<file path="config.mk">
export PLATFORM = sky130hd
export DESIGN_NAME = can_bit_stuffer_flat
export DESIGN_NICKNAME = d
export VERILOG_FILES = /design/src/rtl/can_bit_stuffer_if.sv /design/src/rtl/can_bit_stuffer.sv /design/src/flat_wrapper.sv
export SDC_FILE = /design/constraint.sdc
export NUM_CORES = 1
export LEC_CHECK = 0
export BUFFER_PORTS_ARGS = -buffer_cell sky130_fd_sc_hd__buf_2
export CORE_MARGIN = 10
export CORE_UTILIZATION = 45
export DETAILED_ROUTE_END_ITERATION = 16
export MAX_ROUTING_LAYER = met4
export PLACE_DENSITY = 0.67
export SLEW_MARGIN = 20
export SYNTH_ARGS = -nofsm -noshare
export SYNTH_HDL_FRONTEND = slang
export SYNTH_SLANG_ARGS = --single-unit
</file>
<file path="constraint.sdc">
create_clock -name clk -period 1.8 [get_ports clk]
set_input_delay 0 -clock clk [delete_from_list [all_inputs] [get_ports clk]]
set_output_delay 0 -clock clk [all_outputs]
set_load 0.05 [all_outputs]
</file>
<file path="src/rtl/can_bit_stuffer_if.sv">
// Serializer-side and line-side signals of the CAN transmit bit stuffer.
// The master is the frame serializer / bit timer; the slave is the stuffer.
interface can_bit_stuffer_if #(
  parameter int CNT_W = 8
);
  logic             tx_point;
  logic             start;
  logic             in_valid;
  logic             in_bit;
  logic             in_last;
  logic             stuff_en;
  logic             in_ready;
  logic             tx_bit;
  logic             stuff_flag;
  logic             busy;
  logic             done;
  logic             underrun;
  logic [CNT_W-1:0] stuff_cnt;

  modport master (
    output tx_point, start, in_valid, in_bit, in_last, stuff_en,
    input  in_ready, tx_bit, stuff_flag, busy, done, underrun, stuff_cnt
  );

  modport slave (
    input  tx_point, start, in_valid, in_bit, in_last, stuff_en,
    output in_ready, tx_bit, stuff_flag, busy, done, underrun, stuff_cnt
  );
endinterface

</file>
<file path="src/rtl/can_bit_stuffer.sv">
// Transmit-side CAN bit stuffer: after RUN_LEN identical bits in the stuffed
// region it inserts one complementary bit, stalling the serializer for that bit time.
module can_bit_stuffer #(
  parameter int RUN_LEN = 5,
  parameter int CNT_W   = 8
) (
  input  logic             clk,
  input  logic             rst_n,
  can_bit_stuffer_if.slave bus
);
  localparam int                RL_W    = $clog2(RUN_LEN + 1);
  localparam logic [RL_W-1:0]   RUN_MAX = RL_W'(RUN_LEN);
  localparam logic [RL_W-1:0]   RUN_ONE = RL_W'(1);
  localparam logic [RL_W-1:0]   RUN_NIL = {RL_W{1'b0}};
  localparam logic [CNT_W-1:0]  CNT_MAX = {CNT_W{1'b1}};
  localparam logic [CNT_W-1:0]  CNT_ONE = CNT_W'(1);
  localparam logic [CNT_W-1:0]  CNT_NIL = {CNT_W{1'b0}};

  typedef enum logic [1:0] {
    ST_IDLE = 2'd0,
    ST_DATA = 2'd1,
    ST_TAIL = 2'd2
  } state_t;

  state_t           state_r, state_s;
  logic             run_bit_r, run_bit_s;
  logic [RL_W-1:0]  run_len_r, run_len_s;
  logic             en_q_r, en_q_s;
  logic             tx_bit_r, tx_bit_s;
  logic             stuff_flag_r, stuff_flag_s;
  logic             done_r, done_s;
  logic             underrun_r, underrun_s;
  logic [CNT_W-1:0] stuff_cnt_r, stuff_cnt_s;
  logic             pending_s;
  logic             ready_s;

  // A stuff bit is owed once the run is full and the last data bit was stuffable.
  assign pending_s = (run_len_r == RUN_MAX) && en_q_r;
  assign ready_s   = (state_r == ST_DATA) && bus.tx_point && !pending_s;

  // Next-state and next-output logic, evaluated only at bit-time strobes.
  always_comb begin
    state_s      = state_r;
    run_bit_s    = run_bit_r;
    run_len_s    = run_len_r;
    en_q_s       = en_q_r;
    tx_bit_s     = tx_bit_r;
    stuff_flag_s = stuff_flag_r;
    done_s       = 1'b0;
    underrun_s   = 1'b0;
    stuff_cnt_s  = stuff_cnt_r;
    case (state_r)
      ST_IDLE: begin
        tx_bit_s     = 1'b1;
        stuff_flag_s = 1'b0;
        if (bus.start) begin
          state_s     = ST_DATA;
          run_len_s   = RUN_NIL;
          en_q_s      = 1'b0;
          stuff_cnt_s = CNT_NIL;
        end else begin
          state_s = ST_IDLE;
        end
      end
      ST_DATA, ST_TAIL: begin
        if (bus.tx_point) begin
          if (pending_s) begin
            tx_bit_s     = ~run_bit_r;
            stuff_flag_s = 1'b1;
            run_bit_s    = ~run_bit_r;
            run_len_s    = RUN_ONE;
            stuff_cnt_s  = (stuff_cnt_r == CNT_MAX) ? CNT_MAX : stuff_cnt_r + CNT_ONE;
          end else if (ready_s && bus.in_valid) begin
            tx_bit_s     = bus.in_bit;
            stuff_flag_s = 1'b0;
            if ((bus.in_bit == run_bit_r) && (run_len_r != RUN_NIL)) begin
              run_len_s = (run_len_r == RUN_MAX) ? RUN_MAX : run_len_r + RUN_ONE;
            end else begin
              run_len_s = RUN_ONE;
            end
            run_bit_s = bus.in_bit;
            en_q_s    = bus.stuff_en;
            state_s   = bus.in_last ? ST_TAIL : ST_DATA;
          end else begin
            // Tail finished cleanly, or the serializer had nothing to give.
            tx_bit_s     = 1'b1;
            stuff_flag_s = 1'b0;
            state_s      = ST_IDLE;
            if (state_r == ST_TAIL) begin
              done_s = 1'b1;
            end else begin
              underrun_s = 1'b1;
            end
          end
        end else begin
          state_s = state_r;
        end
      end
      default: begin
        state_s      = ST_IDLE;
        tx_bit_s     = 1'b1;
        stuff_flag_s = 1'b0;
      end
    endcase
  end

  // State and output registers.
  always_ff @(posedge clk or negedge rst_n) begin
    if (!rst_n) begin
      state_r      <= ST_IDLE;
      run_bit_r    <= 1'b1;
      run_len_r    <= RUN_NIL;
      en_q_r       <= 1'b0;
      tx_bit_r     <= 1'b1;
      stuff_flag_r <= 1'b0;
      done_r       <= 1'b0;
      underrun_r   <= 1'b0;
      stuff_cnt_r  <= CNT_NIL;
    end else begin
      state_r      <= state_s;
      run_bit_r    <= run_bit_s;
      run_len_r    <= run_len_s;
      en_q_r       <= en_q_s;
      tx_bit_r     <= tx_bit_s;
      stuff_flag_r <= stuff_flag_s;
      done_r       <= done_s;
      underrun_r   <= underrun_s;
      stuff_cnt_r  <= stuff_cnt_s;
    end
  end

  assign bus.in_ready   = ready_s;
  assign bus.tx_bit     = tx_bit_r;
  assign bus.stuff_flag = stuff_flag_r;
  assign bus.busy       = (state_r != ST_IDLE);
  assign bus.done       = done_r;
  assign bus.underrun   = underrun_r;
  assign bus.stuff_cnt  = stuff_cnt_r;
endmodule

</file>
<file path="src/flat_wrapper.sv">
// flat-port wrapper written by rule: the top's interface ports become plain ports
module can_bit_stuffer_flat 
#(
  parameter int RUN_LEN = 5,
  parameter int CNT_W   = 8
)
  (clk, rst_n, bus_tx_point, bus_start, bus_in_valid, bus_in_bit, bus_in_last, bus_stuff_en, bus_in_ready, bus_tx_bit, bus_stuff_flag, bus_busy, bus_done, bus_underrun, bus_stuff_cnt);
  can_bit_stuffer_if #(.CNT_W(CNT_W)) bus_i ();
  input  logic clk;
  input  logic rst_n;
  input wire logic [$bits(bus_i.tx_point)-1:0] bus_tx_point;
  input wire logic [$bits(bus_i.start)-1:0] bus_start;
  input wire logic [$bits(bus_i.in_valid)-1:0] bus_in_valid;
  input wire logic [$bits(bus_i.in_bit)-1:0] bus_in_bit;
  input wire logic [$bits(bus_i.in_last)-1:0] bus_in_last;
  input wire logic [$bits(bus_i.stuff_en)-1:0] bus_stuff_en;
  output wire logic [$bits(bus_i.in_ready)-1:0] bus_in_ready;
  output wire logic [$bits(bus_i.tx_bit)-1:0] bus_tx_bit;
  output wire logic [$bits(bus_i.stuff_flag)-1:0] bus_stuff_flag;
  output wire logic [$bits(bus_i.busy)-1:0] bus_busy;
  output wire logic [$bits(bus_i.done)-1:0] bus_done;
  output wire logic [$bits(bus_i.underrun)-1:0] bus_underrun;
  output wire logic [$bits(bus_i.stuff_cnt)-1:0] bus_stuff_cnt;
  assign bus_i.tx_point = bus_tx_point;
  assign bus_i.start = bus_start;
  assign bus_i.in_valid = bus_in_valid;
  assign bus_i.in_bit = bus_in_bit;
  assign bus_i.in_last = bus_in_last;
  assign bus_i.stuff_en = bus_stuff_en;
  assign bus_in_ready = bus_i.in_ready;
  assign bus_tx_bit = bus_i.tx_bit;
  assign bus_stuff_flag = bus_i.stuff_flag;
  assign bus_busy = bus_i.busy;
  assign bus_done = bus_i.done;
  assign bus_underrun = bus_i.underrun;
  assign bus_stuff_cnt = bus_i.stuff_cnt;
  can_bit_stuffer #(.RUN_LEN(RUN_LEN), .CNT_W(CNT_W)) u_core (.clk(clk), .rst_n(rst_n), .bus(bus_i));
endmodule
</file>
==> results summary, run 1 <==
The netlist uses 41 different library cells. The initial antenna violation count came out at 0. The worst register-to-register path begins at u_core.state_r[1].

The vertical die dimension came out at around 71 um. Once routing completed, OpenROAD measured the worst setup slack at slightly above 0.1 ns. The initial DRC count is 53. The arrival time reported for the critical path endpoint came out at between 1.5 and 2 ns. The met1 wire length came out at ~1.3 mm.

Tracing the worst setup path back leads to its startpoint at u_core.state_r[1]. The clock transition at the registers of the reported paths came out at 0.11 ns. The power per cell area came out at between 1000 and 1500 nW/um^2. The start point of the worst min-delay path is bus_tx_point. The core region is roughly 2500 um^2. Counting flops with an async set or reset pin after synthesis yields a share of 1.00.

Detailed routing placed a total of between 100 and 150 um of wire on met3. After synthesis, the share of cell area in mux cells is 0.0168. Once layout is complete, the utilization of the core stands at 0.579. The total of max-cap violations came out at 0. The via count of the first global-routing pass came out at 1086.

The final count of negative-setup-slack endpoints is 0. The post-synthesis share of cell area spent on xor and xnor gates is 0.00737. The number of cells on the worst hold path came out at 3. The total via count after detailed routing came out at ~1.0k. Summed over all nets, wire length on met2 after detailed routing comes to approximately 1.3 mm. The simple-gate portion of the synthesized area came out at 0.278.

The fraction of final layout cells sized beyond drive strength 1 came out at 0.301. The final estimated routing congestion in global placement came out at ~0.9. On the worst path, the slowest cell contributes a delay of around 0.45 ns.

The critical path's top delay family is simple AND/OR/NAND/NOR gates. The count of pins over their slew limit is 0. The per-cell via count in the routed design came out at around 5.4. The pin slew with the least headroom to its limit came out at approximately 0.43 ns.

The number of gates on the worst path with buffers counted came out at 6. The length of the first detailed-routing pass in iterations came out at 4. The post-detailed-route wirelength per cell is ~14 um. Entering global routing, the biggest net connects 20 pins.

For this design the top-level I/O count stands at 22. STA classifies the critical path startpoint as a flip-flop. Yosys mapped a number of flops with a built-in enable equal to 0. The worst setup path is captured at a flip-flop.

The total of buffers placed on input and output ports came out at 21. By area, the combinational part of the netlist is dominated by simple AND/OR/NAND/NOR gates. The global-route congestion overflow total came out at 0. Counting along the longest clock path gives a buffer depth of 2. In this run the static leakage power is 0.735 nW. The number of buffers added by the clock tree synthesis step came out at 3. The buffer and inverter count on the worst path came out at 1. The share of the synthesized area in the top cell type came out at 0.358. The hold violation total from the final report came out at 0. The count of antenna-violating nets left after detailed routing came out at 0. Traced cell by cell, the critical path runs through inv_2, ha_1, nand2_1, or3_4, nor4_4, a22o_2. The count of warnings emitted by yosys is 0. In this run the cell area of the synthesized design comes to 1190 um^2. The final layout net count is ~180. The data required time at the worst endpoint came out at around 2.1 ns. The register area share after synthesis is 0.402.

Signal routing reaches up to met4. The mean instance size in the synthesized netlist came out at 8.94 um^2. For this design, the sink count on the clock tree is 19. TritonCTS built the clock tree. In the synthesized netlist, the number of instances is approximately 130. The share of the synthesized area in compound gates (AO/OA/AOI/OAI) is 0.189. The clock root buffer master is clkbuf_4.

The adder-cell share of the synthesized area is 0.0632. The part of the cycle the worst path needs came out at 0.943. The die area came out at roughly 5100 um^2. The H-tree depth reported by CTS is 1. The standard cell with the maximum stage delay on the critical path is dfrtp_1. Across every metal layer, demand over resource in global routing totals 0.115. The global-route wire length before repair is about 4.7 mm.

Among all flip-flop cells after synthesis, the most frequent one is dfrtp_1. The largest fanout on the critical path is 5. The worst reg-to-reg path cell count came out at 6. The worst clock skew is ~0.0017 ns. In this run, synthesis produced a sequential element count of 19.

The synthesized design spends more area on one cell type than any other, namely dfrtp_1. For the worst-skew pair, the clock arrives at the later sink with an insertion delay of approximately 0.3 ns. The count of unresolved DRC violations after routing came out at 0. Subtracting the final worst setup slack from the clock period gives roughly 1.7 ns. The post-place setup slack is approximately 0.026 ns. The flow ran to the end, and the final reports show no timing, DRC or antenna violations. After filler insertion, the fill cell instance count of the layout stands at 230.

The wire-length estimate of the detail-placed layout is 2.05 mm. The overall die width is 71.4 um. Compared with the post-synthesis result, the final layout area differs by 21.8%.

The number of standard-cell rows in the floorplan came out at 18. By area the synthesized netlist is led by dfrtp_1, ha_1, nand2_1. The net count of the mapped netlist is between 100 and 150.

After detailed routing, the total wire length is about 2.8 mm. The normalized max-slew margin came out at 0.712. The maximum operating frequency is between 0.5 and 0.6 GHz. The diode insertion count for antenna repair came out at 0. By startpoint and endpoint, the worst setup path is classified as flip-flop to flip-flop. The maximum vdd ir drop came out at 0.000741 V.

The effective utilization at floorplan came out at 0.475. In this run the worst hold path is classified as input port to flip-flop.
## what timing repair did
item,4_1_cts,5_1_grt
gates resized for setup,0,7
endpoints found under the hold margin,21,0
hold buffers,3,0
buffers inserted,0,1
setup endpoints to repair,0,11
## metrics by stage
stage	cell area, um^2	TNS (ns)	std cells	hold slack (ns)	power (mW)
4_1_cts	1400	0	192	0.0410	1.45
6_report	1450	0	193	0.0558	1.50
3_3_place_gp	1340	0	185	-0.0376	1.20
2_1_floorplan	1190	0	133	-0.296	1.02
3_5_place_dp	1340	0	185	-0.0323	1.22
5_1_grt	1450	-0.0124	193	0.0430	1.63
## area by class of cell
| cell class | instances | area (um^2) | area share |
|---|---|---|---|
| timing repair buffer | 30 | 180 | 0.124 |
| sequential | 19 | 478 | 0.330 |
| multi-input combinational | 103 | 699 | 0.483 |
| clock buffer | 4 | 26.3 | 0.0182 |
| inverter | 7 | 26.3 | 0.0182 |
| tap | 30 | 37.5 | 0.0259 |
## tightest hold or removal path, delay by kind of cell
kind / cells / cell delay [ns]
buffers and inverters: 1 / 0.16
AO/OA/AOI/OAI: 1 / 0.11
AND/OR/NAND/NOR: 1 / 0.08
## synth_stat cells, drive strengths merged, types with 2 or more instances
master  number
a21oi        8
a22o         3
a31oi        2
and2         2
buf          3
dfrtp       17
dfstp        2
ha           6
inv          7
mux2i        2
nand2       20
nand3        8
nand3b       2
nand4        2
nor2         7
nor2b        5
nor3         5
nor4         2
o21ai       13
o31a         2
or3          2
## sequential cells by signal (all words and copies together), names as in the netlist
register               cells
u_core.bus.stuff_cnt       8
u_core.run_len_r           3
u_core.state_r             2
u_core.bus.done            1
u_core.bus.stuff_flag      1
u_core.bus.tx_bit          1
u_core.bus.underrun        1
u_core.en_q_r              1
u_core.run_bit_r           1
## power breakdown
part	switching (mW)	leakage, nW	internal, mW	total, mW
logic	0.424	0.465	0.307	0.731
registers	0.0587	0.255	0.491	0.550
clock network	0.134	0.0150	0.0863	0.220
## layer usage
layer  up-vias  GRT usage
li1        537          -
met1       488      0.127
met2        20      0.189
met3         2     0.0344
met4         0     0.0452
met5         -          -
## placed cells by master (no fill, tap or decap), drive strengths merged, types with 3 or more instances in the layout
master | synthesis | routed
o21ai | 13 | 13
ha | 6 | 6
a21oi | 8 | 8
nand3 | 8 | 8
a22o | 3 | 3
buf | 3 | 27
nor2b | 5 | 5
dlygate4sd3 | 0 | 3
nand2 | 20 | 20
dfrtp | 17 | 17
nor2 | 7 | 7
inv | 7 | 7
clkbuf | 1 | 4
nor3 | 5 | 5
## kinds of logic (layout without fill, tap and decap cells)
family	count (synthesis)	after routing
DFF	19	19
xor gates and xnor gates	1	1
and+or+nand+nor	60	60
muxes	2	2
AOI/OAI and AO/OA	34	34
adders and majority gates	6	6
buffers and inverters	11	41
## worst paths after layout
path	to	slack, ns
worst min-delay path	u_core.bus.tx_bit	0.06
worst max-delay path	u_core.run_len_r[2]	0.10
max in group asynchronous	u_core.run_bit_r	1.31
min in group asynchronous	u_core.bus.done	0.16
worst min register to register	u_core.bus.tx_bit	0.50
worst max register to register	u_core.run_len_r[2]	0.10
No activity file was read; power rests on OpenSTA's default activity.
==> run 2: changes to the inputs <==
==> constraint.sdc (replaced) <==
create_clock -name clk -period 1.9 [get_ports clk]
set_input_delay 0.38 -clock clk [delete_from_list [all_inputs] [get_ports clk]]
set_output_delay 0.38 -clock clk [all_outputs]
set_load 0.05 [all_outputs]
==> results summary, run 2 (same netlist as run 1, synthesis figures left out) <==
The global-route wire length before repair is 4.63 mm (-2.3%). The worst clock skew is 0.00518 ns (+0.00345 ns). The final layout net count came to 174 (-2.2%). The H-tree depth reported by CTS came to 1 (unchanged). The startpoint type of the worst setup path is a flip-flop. The clock transition at the registers of the reported paths is 0.11 ns (about the same).

The effective utilization at floorplan is 0.475 (unchanged). The count of pins over their slew limit came to 0 (unchanged). The standard cell core area is 2500 um^2 (unchanged).

The critical path in this run is classified as flip-flop to flip-flop. The instance area after placement came to 1320 um^2 (-1.7%). The hold violation total from the final report is 10 (+10). The top cell types in the final layout, fill and taps aside, are nand2_1, buf_2, dfrtp_1.

The diode insertion count for antenna repair was 0 (unchanged). The power after layout came out at 1.36 mW (-9.4%). The worst hold margin is -0.00825 ns (-0.0641 ns). The initial antenna violation count came out at 0 (unchanged).

The category of the worst setup path capture point is a flip-flop. The flip-flop count of the largest register, all copies and words added is 8 (unchanged). The final critical path time including I/O delays and setup came out at 1.78 ns (+0.0871 ns). The flow ran to the end, but the final reports show violations. The overall die width is 71.4 um (unchanged). The final count of negative-setup-slack endpoints came out at 0 (unchanged). The power per cell area is 981 nW/um^2 (-5.4%). The worst reg-to-reg path cell count is 6 (unchanged).

The per-cell via count in the routed design came out at 5.68 (+4.7%). The vertical die dimension came to 71.4 um (unchanged). The largest fanout on the critical path came out at 5 (unchanged). The part of the cycle the worst path needs is 0.939 (-0.00376). The slack of the worst reg-to-reg path is 0.12 ns (about the same). The standby leakage power came to 0.711 nW (-3.4%).

The path type of the worst min-delay path is input port to async pin. The launch point of the worst reg-to-reg path is u_core.state_r[0]. The count of unresolved DRC violations after routing came out at 0 (unchanged). The maximum operating frequency came out at 0.561 GHz (-4.9%). The overall track demand over capacity in global routing is 0.108 (-0.00643). The count of boundary I/O pins was 22 (unchanged).

The final estimated routing congestion in global placement came out at 0.891 (-0.72%). The post-synthesis to final-layout area growth is 16.6%. The final reports fail on negative hold slack. The count of antenna-violating nets left after detailed routing came out at 0 (unchanged). The post-route non-filler standard cell count is 189 (-2.1%). The fraction of final layout cells sized beyond drive strength 1 came to 0.283 (-0.0176). The arrival time reported for the critical path endpoint is 2.04 ns (+0.10 ns).

The global-route congestion overflow total was 0 (unchanged). The total via count after detailed routing came out at 1074 (+2.6%). The worst flop-to-flop path endpoint is u_core.run_len_r[1]. The pin slew with the least headroom to its limit is 0.433 ns (+0.000855 ns). The total of buffers placed on input and output ports is 21 (unchanged). The die area is 5100 um^2 (unchanged).

The count of placed standard cells including taps came out at 182 (-1.6%). The data required time at the worst endpoint came to 2.16 ns (+0.11 ns). The cell sitting at the root of the clock tree is a clkbuf_4. The post-detailed-route wirelength per cell is 14.4 um (+0.89%). The final routed wirelength across all metal layers came out at 2.72 mm (-1.2%).

The pin count of the biggest net entering global routing is 20 (unchanged). The quantity of hold-fixing buffers added after cts is 0 (-3). The number of buffers added by the clock tree synthesis step is 3 (unchanged). The number of standard-cell rows in the floorplan came out at 18 (unchanged). The insertion delay to the later sink of the worst-skew pair came out at 0.31 ns (about the same). TritonCTS built the clock tree. The detailed placement HPWL came out at 2.00 mm (-2.5%).

The length of the first detailed-routing pass in iterations is 4 (unchanged). The total of max-cap violations was 0 (unchanged). The initial DRC count was 70 (+32%). The via count of the first global-routing pass came to 1036 (-4.6%).

The maximum vdd ir drop is 0.000693 V (-6.4%). The clock net sink count was 19 (unchanged). The normalized max-slew margin came to 0.711 (about the same).

The finished layout cell area came to 1390 um^2 (-4.2%). The number of buffers between clock root and the deepest sink is 2 (unchanged).
-- run 2: what timing repair did --
item | in CTS | in global routing
gates resized for setup | 1 | 4
pin swaps | 0 | 0
setup buffers | 1 | 2
endpoints found under the setup margin | 1 | 3
-- run 2: layout make-up --
type | instances | area, um^2
Sequential cell | 19 | 479
Clock buffer | 4 | 26.3
Fill cell | 239 | 1110
Timing Repair Buffer | 26 | 149
Multi-Input combinational cell | 103 | 668
Tap cell | 30 | 37.5
Inverter | 7 | 26.3
-- run 2: critical path, cell delays in order (launching register included) --
cell	delay (ns)
dfrtp_1	0.40
inv_1	0.10
ha_1	0.26
nor2b_4	0.17
or3_1	0.34
nor4_2	0.27
o22a_2	0.19
-- run 2: worst max-delay path by stage --
stage | from | to | slack, ns
floorplan | u_core.bus.stuff_cnt[2] | u_core.bus.stuff_cnt[7] | 0.13
global placement | u_core.state_r[0] | u_core.run_len_r[1] | 0.15
detailed placement | u_core.state_r[0] | u_core.run_len_r[1] | 0.06
CTS | u_core.state_r[0] | u_core.run_len_r[1] | 0.03
global route | u_core.state_r[0] | u_core.run_len_r[1] | -0.005
finish | u_core.state_r[0] | u_core.run_len_r[1] | 0.12
-- run 2: metal layers --
layer | vias to the layer above | GRT usage | share of wire
li1 | 529 | - | -
met1 | 521 | 0.129 | 0.45
met2 | 19 | 0.169 | 0.48
met3 | 5 | 0.0386 | 0.059
met4 | 0 | 0.0301 | 0.0077
met5 | - | - | 0
-- run 2: power breakdown --
group,switching [mW],internal (mW),total [mW]
Clock,0.130,0.0820,0.212
Sequential,0.0549,0.466,0.521
Combinational,0.381,0.246,0.627
Total,0.566,0.793,1.36
-- run 2: through the flow --
step,hold slack (ns),TNS (ns),utilization,setup slack [ns]
2_1_floorplan,0.0844,0,-,0.132
3_3_place_gp,0.340,0,0.529,0.147
3_5_place_dp,0.347,0,0.529,0.0617
4_1_cts,0.00557,0,0.543,0.0345
5_1_grt,0.00778,-0.00509,0.555,-0.00509
6_report,-0.00825,0,0.555,0.116
